[src/rtl/ethernet_multislot_control_unit.sv]
// Multi-slot Ethernet MMIO control unit.
// Decodes CPU MMIO accesses into RX slot buffers (read), TX slot buffers (write) and a
// Liteeth-style register file. Tracks committed RX packets in a ring of {slot, length}
// entries and queues TX send commands in a FIFO. Drives a merged level interrupt.
// Ports:
//   clk_i, reset_i              clock, asynchronous active-high reset
//   addr_i, read_en_i,          MMIO byte address and one-cycle strobes, access size,
//   write_en_i, op_size_i,      write data
//   write_data_i
//   read_data_o                 read data, valid the cycle after read_en_i
//   io_decode_error_o           combinational decode error for the current strobe
//   buf_r_*, buf_rdata_i        synchronous RX buffer read port
//   buf_w_*                     TX buffer write port
//   rx_free_v_o/rx_free_slot_o  next RX slot the MAC may fill
//   rx_commit_i/_size_i         MAC completed a packet in rx_free_slot_o
//   tx_cmd_*                    TX command FIFO head, popped by tx_cmd_yumi_i
//   tx_done_i                   MAC finished transmitting a packet
//   irq_o                       level interrupt
module ethernet_multislot_control_unit #(
  parameter int unsigned eth_mtu_p    = 2048,
  parameter int unsigned rx_slots_p   = 2,
  parameter int unsigned tx_slots_p   = 2,
  parameter int unsigned data_width_p = 32,
  localparam int unsigned size_width_lp     = $clog2($clog2(data_width_p / 8) + 1),
  localparam int unsigned pkt_size_width_lp = $clog2(eth_mtu_p + 1),
  localparam int unsigned rx_bytes_lp       = rx_slots_p * eth_mtu_p,
  localparam int unsigned tx_bytes_lp       = tx_slots_p * eth_mtu_p,
  localparam int unsigned reg_base_lp       = rx_bytes_lp + tx_bytes_lp,
  localparam int unsigned addr_width_lp     = $clog2(reg_base_lp + 64),
  localparam int unsigned rx_slot_width_lp  = (rx_slots_p > 1) ? $clog2(rx_slots_p) : 1,
  localparam int unsigned tx_slot_width_lp  = (tx_slots_p > 1) ? $clog2(tx_slots_p) : 1,
  localparam int unsigned rx_buf_aw_lp      = $clog2(rx_bytes_lp),
  localparam int unsigned tx_buf_aw_lp      = $clog2(tx_bytes_lp)
) (
  input  logic                         clk_i,
  input  logic                         reset_i,
  input  logic [addr_width_lp-1:0]     addr_i,
  input  logic                         read_en_i,
  input  logic                         write_en_i,
  input  logic [size_width_lp-1:0]     op_size_i,
  input  logic [data_width_p-1:0]      write_data_i,
  output logic [data_width_p-1:0]      read_data_o,
  output logic                         io_decode_error_o,
  output logic                         buf_r_v_o,
  output logic [rx_buf_aw_lp-1:0]      buf_r_addr_o,
  output logic [size_width_lp-1:0]     buf_r_size_o,
  input  logic [data_width_p-1:0]      buf_rdata_i,
  output logic                         buf_w_v_o,
  output logic [tx_buf_aw_lp-1:0]      buf_w_addr_o,
  output logic [size_width_lp-1:0]     buf_w_size_o,
  output logic [data_width_p-1:0]      buf_w_data_o,
  output logic                         rx_free_v_o,
  output logic [rx_slot_width_lp-1:0]  rx_free_slot_o,
  input  logic                         rx_commit_i,
  input  logic [pkt_size_width_lp-1:0] rx_commit_size_i,
  output logic                         tx_cmd_v_o,
  output logic [tx_slot_width_lp-1:0]  tx_cmd_slot_o,
  output logic [pkt_size_width_lp-1:0] tx_cmd_size_o,
  input  logic                         tx_cmd_yumi_i,
  input  logic                         tx_done_i,
  output logic                         irq_o
);

  localparam int unsigned rx_cnt_width_lp = $clog2(rx_slots_p + 1);
  localparam int unsigned tx_cnt_width_lp = $clog2(tx_slots_p + 1);

  // RX ring: the slot of an entry equals its ring index, so only lengths are stored.
  logic [pkt_size_width_lp-1:0] rx_len_mem [rx_slots_p];
  logic [rx_slot_width_lp-1:0]  rx_wr_ptr_q, rx_rd_ptr_q;
  logic [rx_cnt_width_lp-1:0]   rx_count_q;
  logic [15:0]                  rx_drop_q;
  logic                         rx_en_q;

  logic [tx_slot_width_lp-1:0]  tx_slot_mem [tx_slots_p];
  logic [pkt_size_width_lp-1:0] tx_len_mem  [tx_slots_p];
  logic [tx_slot_width_lp-1:0]  tx_wr_ptr_q, tx_rd_ptr_q;
  logic [tx_cnt_width_lp-1:0]   tx_count_q;
  logic [tx_slot_width_lp-1:0]  tx_slot_q;
  logic [pkt_size_width_lp-1:0] tx_len_q;
  logic                         tx_pend_q, tx_en_q;

  logic                         rd_buf_q;
  logic [data_width_p-1:0]      rd_data_q;

  logic                     in_rx, in_tx, in_reg;
  logic [addr_width_lp-1:0] reg_off;
  logic [5:0]               off;
  logic [31:0]              wdata32, reg_rdata;
  logic                     reg_rd_ok, reg_wr_ok, rd_v, wr_v, reg_we;
  logic                     rx_full, tx_full, rx_pop, rx_push, rx_drop, tx_push, tx_pop;

  assign wdata32 = write_data_i[31:0];
  assign reg_off = addr_i - addr_width_lp'(reg_base_lp);
  assign off     = reg_off[5:0];
  assign in_rx   = addr_i < addr_width_lp'(rx_bytes_lp);
  assign in_tx   = !in_rx && (addr_i < addr_width_lp'(reg_base_lp));
  assign in_reg  = !in_rx && !in_tx && (reg_off < addr_width_lp'(64));

  assign rx_full = rx_count_q == rx_cnt_width_lp'(rx_slots_p);
  assign tx_full = tx_count_q == tx_cnt_width_lp'(tx_slots_p);

  always_comb begin
    reg_rd_ok = 1'b0;
    reg_wr_ok = 1'b0;
    reg_rdata = '0;
    case (off)
      6'h00: begin
        reg_rd_ok = 1'b1;
        if (rx_count_q != '0) reg_rdata = 32'(rx_rd_ptr_q);
      end
      6'h04: begin
        reg_rd_ok = 1'b1;
        if (rx_count_q != '0) reg_rdata = 32'(rx_len_mem[rx_rd_ptr_q]);
      end
      6'h08: begin reg_rd_ok = 1'b1; reg_rdata = 32'(rx_drop_q); end
      6'h10: begin reg_rd_ok = 1'b1; reg_wr_ok = 1'b1; reg_rdata = 32'(rx_count_q != '0); end
      6'h14: begin reg_rd_ok = 1'b1; reg_wr_ok = 1'b1; reg_rdata = 32'(rx_en_q); end
      // A start on a full FIFO is fine if the head leaves in the same cycle.
      6'h18: reg_wr_ok = !tx_full || tx_cmd_yumi_i;
      6'h1C: begin reg_rd_ok = 1'b1; reg_rdata = 32'(!tx_full); end
      6'h20: begin reg_rd_ok = 1'b1; reg_rdata = 32'(tx_count_q); end
      6'h24: begin
        reg_rd_ok = 1'b1;
        reg_wr_ok = wdata32 < 32'(tx_slots_p);
        reg_rdata = 32'(tx_slot_q);
      end
      6'h28: begin
        reg_rd_ok = 1'b1;
        reg_wr_ok = wdata32 <= 32'(eth_mtu_p);
        reg_rdata = 32'(tx_len_q);
      end
      6'h30: begin reg_rd_ok = 1'b1; reg_wr_ok = 1'b1; reg_rdata = 32'(tx_pend_q); end
      6'h34: begin reg_rd_ok = 1'b1; reg_wr_ok = 1'b1; reg_rdata = 32'(tx_en_q); end
      default: ;
    endcase
  end

  assign io_decode_error_o = (read_en_i && write_en_i)
                          || (read_en_i && !(in_rx || (in_reg && reg_rd_ok)))
                          || (write_en_i && !(in_tx || (in_reg && reg_wr_ok)));
  assign rd_v   = read_en_i && !io_decode_error_o;
  assign wr_v   = write_en_i && !io_decode_error_o;
  assign reg_we = wr_v && in_reg;

  assign rx_pop  = reg_we && (off == 6'h10) && wdata32[0] && (rx_count_q != '0);
  // A same-cycle pop frees the slot being committed into, so the commit is kept.
  assign rx_push = rx_commit_i && (!rx_full || rx_pop);
  assign rx_drop = rx_commit_i && !rx_push;
  assign tx_push = reg_we && (off == 6'h18);
  assign tx_pop  = tx_cmd_yumi_i && (tx_count_q != '0);

  always_ff @(posedge clk_i) begin
    if (rx_push) rx_len_mem[rx_wr_ptr_q] <= rx_commit_size_i;
    if (tx_push) begin
      tx_slot_mem[tx_wr_ptr_q] <= tx_slot_q;
      tx_len_mem[tx_wr_ptr_q]  <= tx_len_q;
    end
  end

  always_ff @(posedge clk_i or posedge reset_i) begin
    if (reset_i) begin
      rx_wr_ptr_q <= '0;
      rx_rd_ptr_q <= '0;
      rx_count_q  <= '0;
      rx_drop_q   <= '0;
      rx_en_q     <= 1'b0;
      tx_wr_ptr_q <= '0;
      tx_rd_ptr_q <= '0;
      tx_count_q  <= '0;
      tx_slot_q   <= '0;
      tx_len_q    <= '0;
      tx_pend_q   <= 1'b0;
      tx_en_q     <= 1'b0;
      rd_buf_q    <= 1'b0;
      rd_data_q   <= '0;
    end else begin
      if (rx_push) begin
        rx_wr_ptr_q <= (rx_wr_ptr_q == rx_slot_width_lp'(rx_slots_p - 1)) ? '0
                     : rx_wr_ptr_q + rx_slot_width_lp'(1);
      end
      if (rx_pop) begin
        rx_rd_ptr_q <= (rx_rd_ptr_q == rx_slot_width_lp'(rx_slots_p - 1)) ? '0
                     : rx_rd_ptr_q + rx_slot_width_lp'(1);
      end
      if (rx_push && !rx_pop)      rx_count_q <= rx_count_q + rx_cnt_width_lp'(1);
      else if (!rx_push && rx_pop) rx_count_q <= rx_count_q - rx_cnt_width_lp'(1);
      if (rx_drop && (rx_drop_q != 16'hFFFF)) rx_drop_q <= rx_drop_q + 16'd1;

      if (tx_push) begin
        tx_wr_ptr_q <= (tx_wr_ptr_q == tx_slot_width_lp'(tx_slots_p - 1)) ? '0
                     : tx_wr_ptr_q + tx_slot_width_lp'(1);
      end
      if (tx_pop) begin
        tx_rd_ptr_q <= (tx_rd_ptr_q == tx_slot_width_lp'(tx_slots_p - 1)) ? '0
                     : tx_rd_ptr_q + tx_slot_width_lp'(1);
      end
      if (tx_push && !tx_pop)      tx_count_q <= tx_count_q + tx_cnt_width_lp'(1);
      else if (!tx_push && tx_pop) tx_count_q <= tx_count_q - tx_cnt_width_lp'(1);

      if (reg_we && (off == 6'h14)) rx_en_q   <= wdata32[0];
      if (reg_we && (off == 6'h34)) tx_en_q   <= wdata32[0];
      if (reg_we && (off == 6'h24)) tx_slot_q <= wdata32[tx_slot_width_lp-1:0];
      if (reg_we && (off == 6'h28)) tx_len_q  <= wdata32[pkt_size_width_lp-1:0];
      // Completion wins over a same-cycle W1 clear so no done event is lost.
      if (tx_done_i) tx_pend_q <= 1'b1;
      else if (reg_we && (off == 6'h30) && wdata32[0]) tx_pend_q <= 1'b0;

      if (read_en_i) begin
        rd_buf_q  <= rd_v && in_rx;
        rd_data_q <= (rd_v && in_reg) ? data_width_p'(reg_rdata) : '0;
      end
    end
  end

  assign read_data_o = rd_buf_q ? buf_rdata_i : rd_data_q;

  assign buf_r_v_o    = rd_v && in_rx;
  assign buf_r_addr_o = buf_r_v_o ? addr_i[rx_buf_aw_lp-1:0] : '0;
  assign buf_r_size_o = buf_r_v_o ? op_size_i : '0;
  assign buf_w_v_o    = wr_v && in_tx;
  assign buf_w_addr_o = buf_w_v_o ? tx_buf_aw_lp'(addr_i - addr_width_lp'(rx_bytes_lp)) : '0;
  assign buf_w_size_o = buf_w_v_o ? op_size_i : '0;
  assign buf_w_data_o = buf_w_v_o ? write_data_i : '0;

  assign rx_free_v_o    = !rx_full;
  assign rx_free_slot_o = rx_wr_ptr_q;
  assign tx_cmd_v_o     = tx_count_q != '0;
  assign tx_cmd_slot_o  = tx_cmd_v_o ? tx_slot_mem[tx_rd_ptr_q] : '0;
  assign tx_cmd_size_o  = tx_cmd_v_o ? tx_len_mem[tx_rd_ptr_q] : '0;

  assign irq_o = ((rx_count_q != '0) && rx_en_q) || (tx_pend_q && tx_en_q);

endmodule

[config.mk]
export PLATFORM = sky130hd
export DESIGN_NAME = ethernet_multislot_control_unit
export DESIGN_NICKNAME = d
export VERILOG_FILES = /design/src/rtl/ethernet_multislot_control_unit.sv
export SDC_FILE = /design/constraint.sdc
export NUM_CORES = 1
export LEC_CHECK = 0
export ABC_CLOCK_PERIOD_IN_PS = 2700
export CORE_ASPECT_RATIO = 1.4
export CORE_MARGIN = 8
export CORE_UTILIZATION = 45
export DETAILED_ROUTE_END_ITERATION = 16
export PLACE_DENSITY = 0.81
export RECOVER_POWER = 25
export REMOVE_ABC_BUFFERS = 1
export SYNTH_ARGS = -nofsm -noshare
export SYNTH_HDL_FRONTEND = slang
export SYNTH_SLANG_ARGS = --single-unit
[constraint.sdc]
create_clock -name clk_i -period 2.7 [get_ports clk_i]
set_input_delay 0.27 -clock clk_i [delete_from_list [all_inputs] [get_ports clk_i]]
set_output_delay 0.27 -clock clk_i [all_outputs]
set_load 0.01 [all_outputs]
# == Word level (Yosys, flattened, before mapping) ==
# Memories as Yosys holds them, arrays and structs flattened.
# Index checks and enable logic that the tools add are counted.
# classes
add_sub_neg,11
magnitude_cmp,5
eq_ne,14
mux,28
n_reduce_logical,60
# ops
cell,count
$pmux W16 S11,1
$mux W32,3
$mux W12,4
$logic_and A1 B1 Y1,34
$le A32 B12 Y1 const B,1
$lt A32 B2 Y1 const B,1
$eq A6 B6 Y1 const B,5
$eq A6 B5 Y1 const B,4
$add A16 B1 Y16 const B,1
$ne A16 B16 Y1 const B,1
$lt A14 B13 Y1 const B,1
$lt A14 B14 Y1 const B,1
$lt A14 B7 Y1 const B,1
$sub A14 B14 Y14 const B,1
$mux W1,13
$mux W2,6
$sub A12 B1 Y12 const B,1
$logic_not A1 Y1,11
$reduce_or A11 Y1,1
$reduce_bool A2 Y1,5
$logic_or A1 B1 Y1,7
$eq A6 B3 Y1 const B,1
$eq A6 B4 Y1 const B,1
$logic_not A6 Y1,1
other kinds (6),12
# word_totals
regBits,73
mem_bits_rw,50
in_bits,99
output_inout_bits,112
wordCells,135
mem_count,3
# memory_table
memory,words,width,read_ports,rd_ports_with_merged_regs,wr,line,text
rx_len_mem,2,12,1,0,1,68,logic [pkt_size_width_lp-1:0] rx_len_mem [rx_slots_p];
tx_len_mem,2,12,1,0,1,75,logic [pkt_size_width_lp-1:0] tx_len_mem [tx_slots_p];
tx_slot_mem,2,1,1,0,1,74,logic [tx_slot_width_lp-1:0] tx_slot_mem [tx_slots_p];

# == Depth between registers and ports, before layout ==
# depth
word_depth,24
mapped_depth,11
ltp_nobuf,9

# == Least setup slack after synthesis ==
# No wires, ideal clock.
# synth_path
path_kind,input to register
startpoint,input port addr_i[0]
endpoint,memory tx_len_mem[0][0] (netlist bit) (enable)
setup_ns,0.404
arrival_time_ns,2.674
t_required_ns,2.296
path_slack_ns,-0.378
stages,6
path_buffers,1
cell_sequence,buf_4 -> or4b_4 -> or2_4 -> a21oi_1 -> o21ai_0 -> a211oi_1
# synth_between
elab_chain_cells,18
elab_cells_between_ends,41
classes_between,add/sub (1); order compare (3); eq/ne (11); mux (4); reduce/logical (22)
# synth_rtl
element,line,text
start: declaration,37,"input logic [addr_width_lp-1:0] addr_i,"
"parallel branches: the longest is 15 deep, another holds $sub A14 B14 Y14",--,
$logic_and A1 B1 Y1 (*),149,assign tx_push = reg_we && (off == 6'h18);
$mux W1 (*),154,if (tx_push) begin
$mux W1 (implied by the code) (*),156,tx_len_mem[tx_wr_ptr_q] <= tx_len_q;
end: declaration,75,
# Mark *: on every way between the ends.

# == Worst setup path in the final report ==
# layout_path
startpoint,input port addr_i[0]
endpoint,output port io_decode_error_o
# layout_between
elab_chain_cells,12
elab_cells_between_ends,35
classes_between,add/sub (1); order compare (3); eq/ne (11); mux (2); reduce/logical (18)
# layout_rtl
element,line,text
"parallel branches: the longest is 11 deep, another holds $sub A14 B14 Y14",--,
$logic_or A1 B1 Y1 (*),140,|| (write_en_i && !(in_tx || (in_reg && reg_wr_ok)));
end: declaration,43,"output logic io_decode_error_o,"
# Marks and branches as above.

==> impl_metrics.json <==
{
  "outcome": "completed",
  "core_area_sq_um": 12700,
  "synthSimpleGateAreaFrac_pct": 21.3,
  "die_w_microns": 112,
  "ys_seq_elements": 107,
  "rsz0062_at_grt": "no",
  "synth_top_family_by_area": "simple AND/OR/NAND/NOR gates",
  "max_freq_mhz": 383,
  "maxCapViolCount": 0,
  "pwr-share-seq_pct": 46.4,
  "post_cts_buffers": 0,
  "max_slew_margin_pct": 7.30,
  "drtPass1Iterations": 5,
  "worstMarginPinSlew_ns": 1.39,
  "grt_util_met2_pct": 37.7,
  "reg2reg_depth": 5,
  "p_comb_share_pct": 21.2,
  "synth_warnings": 0,
  "worst_setup_path_end_kind": "output port",
  "grt_max_degree": 48,
  "layout.nets": 861,
  "synth_compound_area_share_pct": 9.01,
  "cp.arrival_ns": 2.34,
  "vdd_drop_max_mv": 0.406,
  "remaining_drc_errors": 0,
  "clk_latency_ns": 0.34,
  "drt-initial-drc-count": 331,
  "htreeDepth": 3,
  "critPathLaunchType": "input pin",
  "syn_area_per_cell_sq_um": 10.9,
  "design_area_sq_um": 8580,
  "grt-busiest-layer": "met2",
  "gp_congestion": 0.957,
  "reg2reg_from": "rx_drop_q[2]",
  "skew_ns": 0.00655,
  "totalWireLength_microns": 17000,
  "r2r_slack_ns": 0.45,
  "setup_violations": 0,
  "grt_pass1_wl_microns": 27000,
  "p_switching_w": 0.00120,
  "wl_per_cell_microns": 18.5,
  "tritoncts": "done",
  "clock_path_buffers": 2,
  "post-route-util_pct": 67.6,
  "io_pins": 211,
  "antenna_found_initial": 0,
  "power.internal_w": 0.00328,
  "clkPwrFrac_pct": 32.5,
  "powerDensity_nw_per_um2": 522,
  "worstPathRequired_ns": 2.43,
  "area_growth_pct": 48.8,
  "timing.rr.end": "rx_drop_q[1]",
  "worstHoldPathType": "in2async",
  "synthArstFlopShare_pct": 53.3,
  "die_area_sq_um": 16700,
  "clkTransAtPathRegs_ns": 0.07,
  "yosysUniqueCellTypes": 57,
  "syn_area_sq_um": 5760,
  "holdBufCountCts": 0,
  "timing.final.crit_share_pct": 96.7,
  "initial_core_util_pct": 45.4,
  "clockRootBuffer": "clkbuf_16",
  "postRouteAntennaNets": 0,
  "hpwlAfterDp_microns": 13300,
  "register_area_sq_um": 2930,
  "viasPerCell": 5.42,
  "ys_seq_area_share_pct": 50.8,
  "min_period_ns": 2.61,
  "p_leak_nw": 3.51,
  "ys.flop_type": "dfrtp_1",
  "die_y_microns": 150,
  "critPathMaxFanout": 3,
  "dpl-instance-area_sq_um": 8240,
  "syn_inst": 530,
  "swShare_pct": 26.8,
  "finalHoldViolCount": 0,
  "maxSlewViolCount": 0,
  "n_antenna_cell": 0,
  "synth-xor-area-share_pct": 3.95,
  "io_buffers": 210,
  "path_class": "in2out",
  "overflow": 0,
  "synthAdderAreaFrac_pct": 0.651,
  "grt_util_met3_pct": 3.51,
  "cts_buffers": 9,
  "layout-drive-gt1-share_pct": 14.1,
  "synth-edff-count": 50,
  "via_count": 4973,
  "cts_sinks": 107,
  "grt_usage_pct": 20.1,
  "nFillCells": 908,
  "grt.met1_usage_pct": 22.4,
  "row_count": 49,
  "synth_mux_area_share_pct": 10.3,
  "multi_input_area_sq_um": 2620,
  "grt_pass1_vias": 5124
}
-- cells in the mapped netlist, types with 10 or more instances --
cell type	number	share of area, %
and3_1	16	1.7
nor2_1	27	1.8
dfrtp_1	57	25
mux2_2	18	3.5
edfxtp_1	50	26
a31o_2	10	1.5
mux2i_1	24	4.2
and2_1	63	6.8
inv_1	18	1.2
nor3_1	15	1.3
a22oi_1	10	1.3
o21ai_0	22	1.9
nor2b_1	12	1.3
clkbuf_1	25	1.6
nor4_1	18	2.0
xor2_1	19	2.9
mux2_4	10	2.6
nand2_1	29	1.9
-- area by class of cell --
type                            count  area share (%)
Tap cell                          153            2.23
Clock buffer                       11            2.71
Sequential cell                   107            34.1
Clock inverter                      5            1.20
Timing Repair Buffer              251            28.3
Inverter                           18           0.788
Multi-Input combinational cell    372            30.6
-- power by group through the flow --
stage | Combinational [W] | Clock (W) | Sequential, W
finish | 0.000948 | 0.00145 | 0.00208
CTS | 0.000958 | 0.00147 | 0.00208
floorplan | 0.000441 | 0 | 0.00207
global route | 0.00103 | 0.00153 | 0.00210
global placement | 0.000916 | 0 | 0.00209
detailed placement | 0.000949 | 0 | 0.00210
-- routing by layer --
metal  part of all wire [%]  vias to the layer above
met3                    4.2                       29
li1                       -                     2370
met5                      0                        -
met2                     54                      157
met1                     40                     2417
met4                    2.0                        0
-- repair_timing --
item,4_1_cts,5_1_grt
hold endpoints to repair,0,0
endpoints found under the setup margin,1,1
gates resized for setup,2,1
-- kinds of logic after synthesis --
family | after synthesis
compound gates | 75
xor+xnor | 26
fa+ha+maj | 3
buf+inv | 51
flops | 107
mux | 52
simple gates | 216
-- per-stage QoR --
stage               worst slack [ns]  cells  total power, W  hold slack (ns)  TNS (ns)
CTS                           0.0542    917         0.00450            0.158         0
global placement              -0.119    901         0.00301            0.488     -1.33
finish                        0.0888    917         0.00448            0.348         0
global route                 0.00221    917         0.00466            0.383         0
floorplan                     -0.253    497         0.00251            0.362     -7.95
detailed placement            -0.181    901         0.00305            0.491     -3.61
-- cells in the final DEF (no fill, tap or decap), types with 2 or more instances in the layout --
cell type,count
xnor2_1,7
buf_4,38
mux2i_1,24
a22oi_1,10
nor4b_1,3
edfxtp_1,50
xor2_1,19
dlygate4sd3_1,13
o211ai_1,2
o22ai_1,6
and2_1,63
nor4_1,18
buf_12,2
and3b_1,3
a211oi_2,2
a222oi_1,2
and3_1,16
nand2_1,29
dfrtp_1,57
a31o_2,10
mux2_4,10
a21oi_1,5
clkdlybuf4s50_1,196
a31oi_1,3
nor2_1,26
mux2_2,18
clkbuf_16,9
or3_1,2
o2111ai_1,2
ha_1,3
nor3_1,15
nand2b_1,3
nand3_1,8
clkbuf_1,3
nand4_1,7
nor2b_1,12
bufinv_16,3
o21ai_0,21
inv_1,18
-- critical path, stage by stage --
cell and delay [ns]:
clkdlybuf4s50_1 0.46, or4b_4 0.54, or2_4 0.28, nor3_2 0.19, o21ai_1 0.09, a21bo_2 0.22
dlygate4sd2_1 0.28
-- flip-flops by register name (all words and copies together), names as in the netlist, 2 cells and up --
| name | count |
|---|---|
| tx_count_q | 2 |
| rx_count_q | 2 |
| tx_slot_mem | 2 |
| rx_len_mem | 24 |
| tx_len_q | 12 |
| rd_data_q | 16 |
| tx_len_mem | 24 |
| rx_drop_q | 16 |
-- worst max-delay path by stage --
| stage | from | to | slack, ns | depth (start not counted) |
|---|---|---|---|---|
| after floorplan | addr_i[1] | tx_len_mem[0][0] | -0.25 | 5 |
| after global placement | addr_i[0] | io_decode_error_o | -0.12 | 7 |
| after detailed placement | addr_i[0] | io_decode_error_o | -0.18 | 7 |
| after CTS | addr_i[0] | io_decode_error_o | 0.05 | 7 |
| after global routing | addr_i[0] | io_decode_error_o | 0.002 | 7 |
| final | addr_i[0] | io_decode_error_o | 0.09 | 7 |
Note: power is estimated with default switching activity, not from simulation.
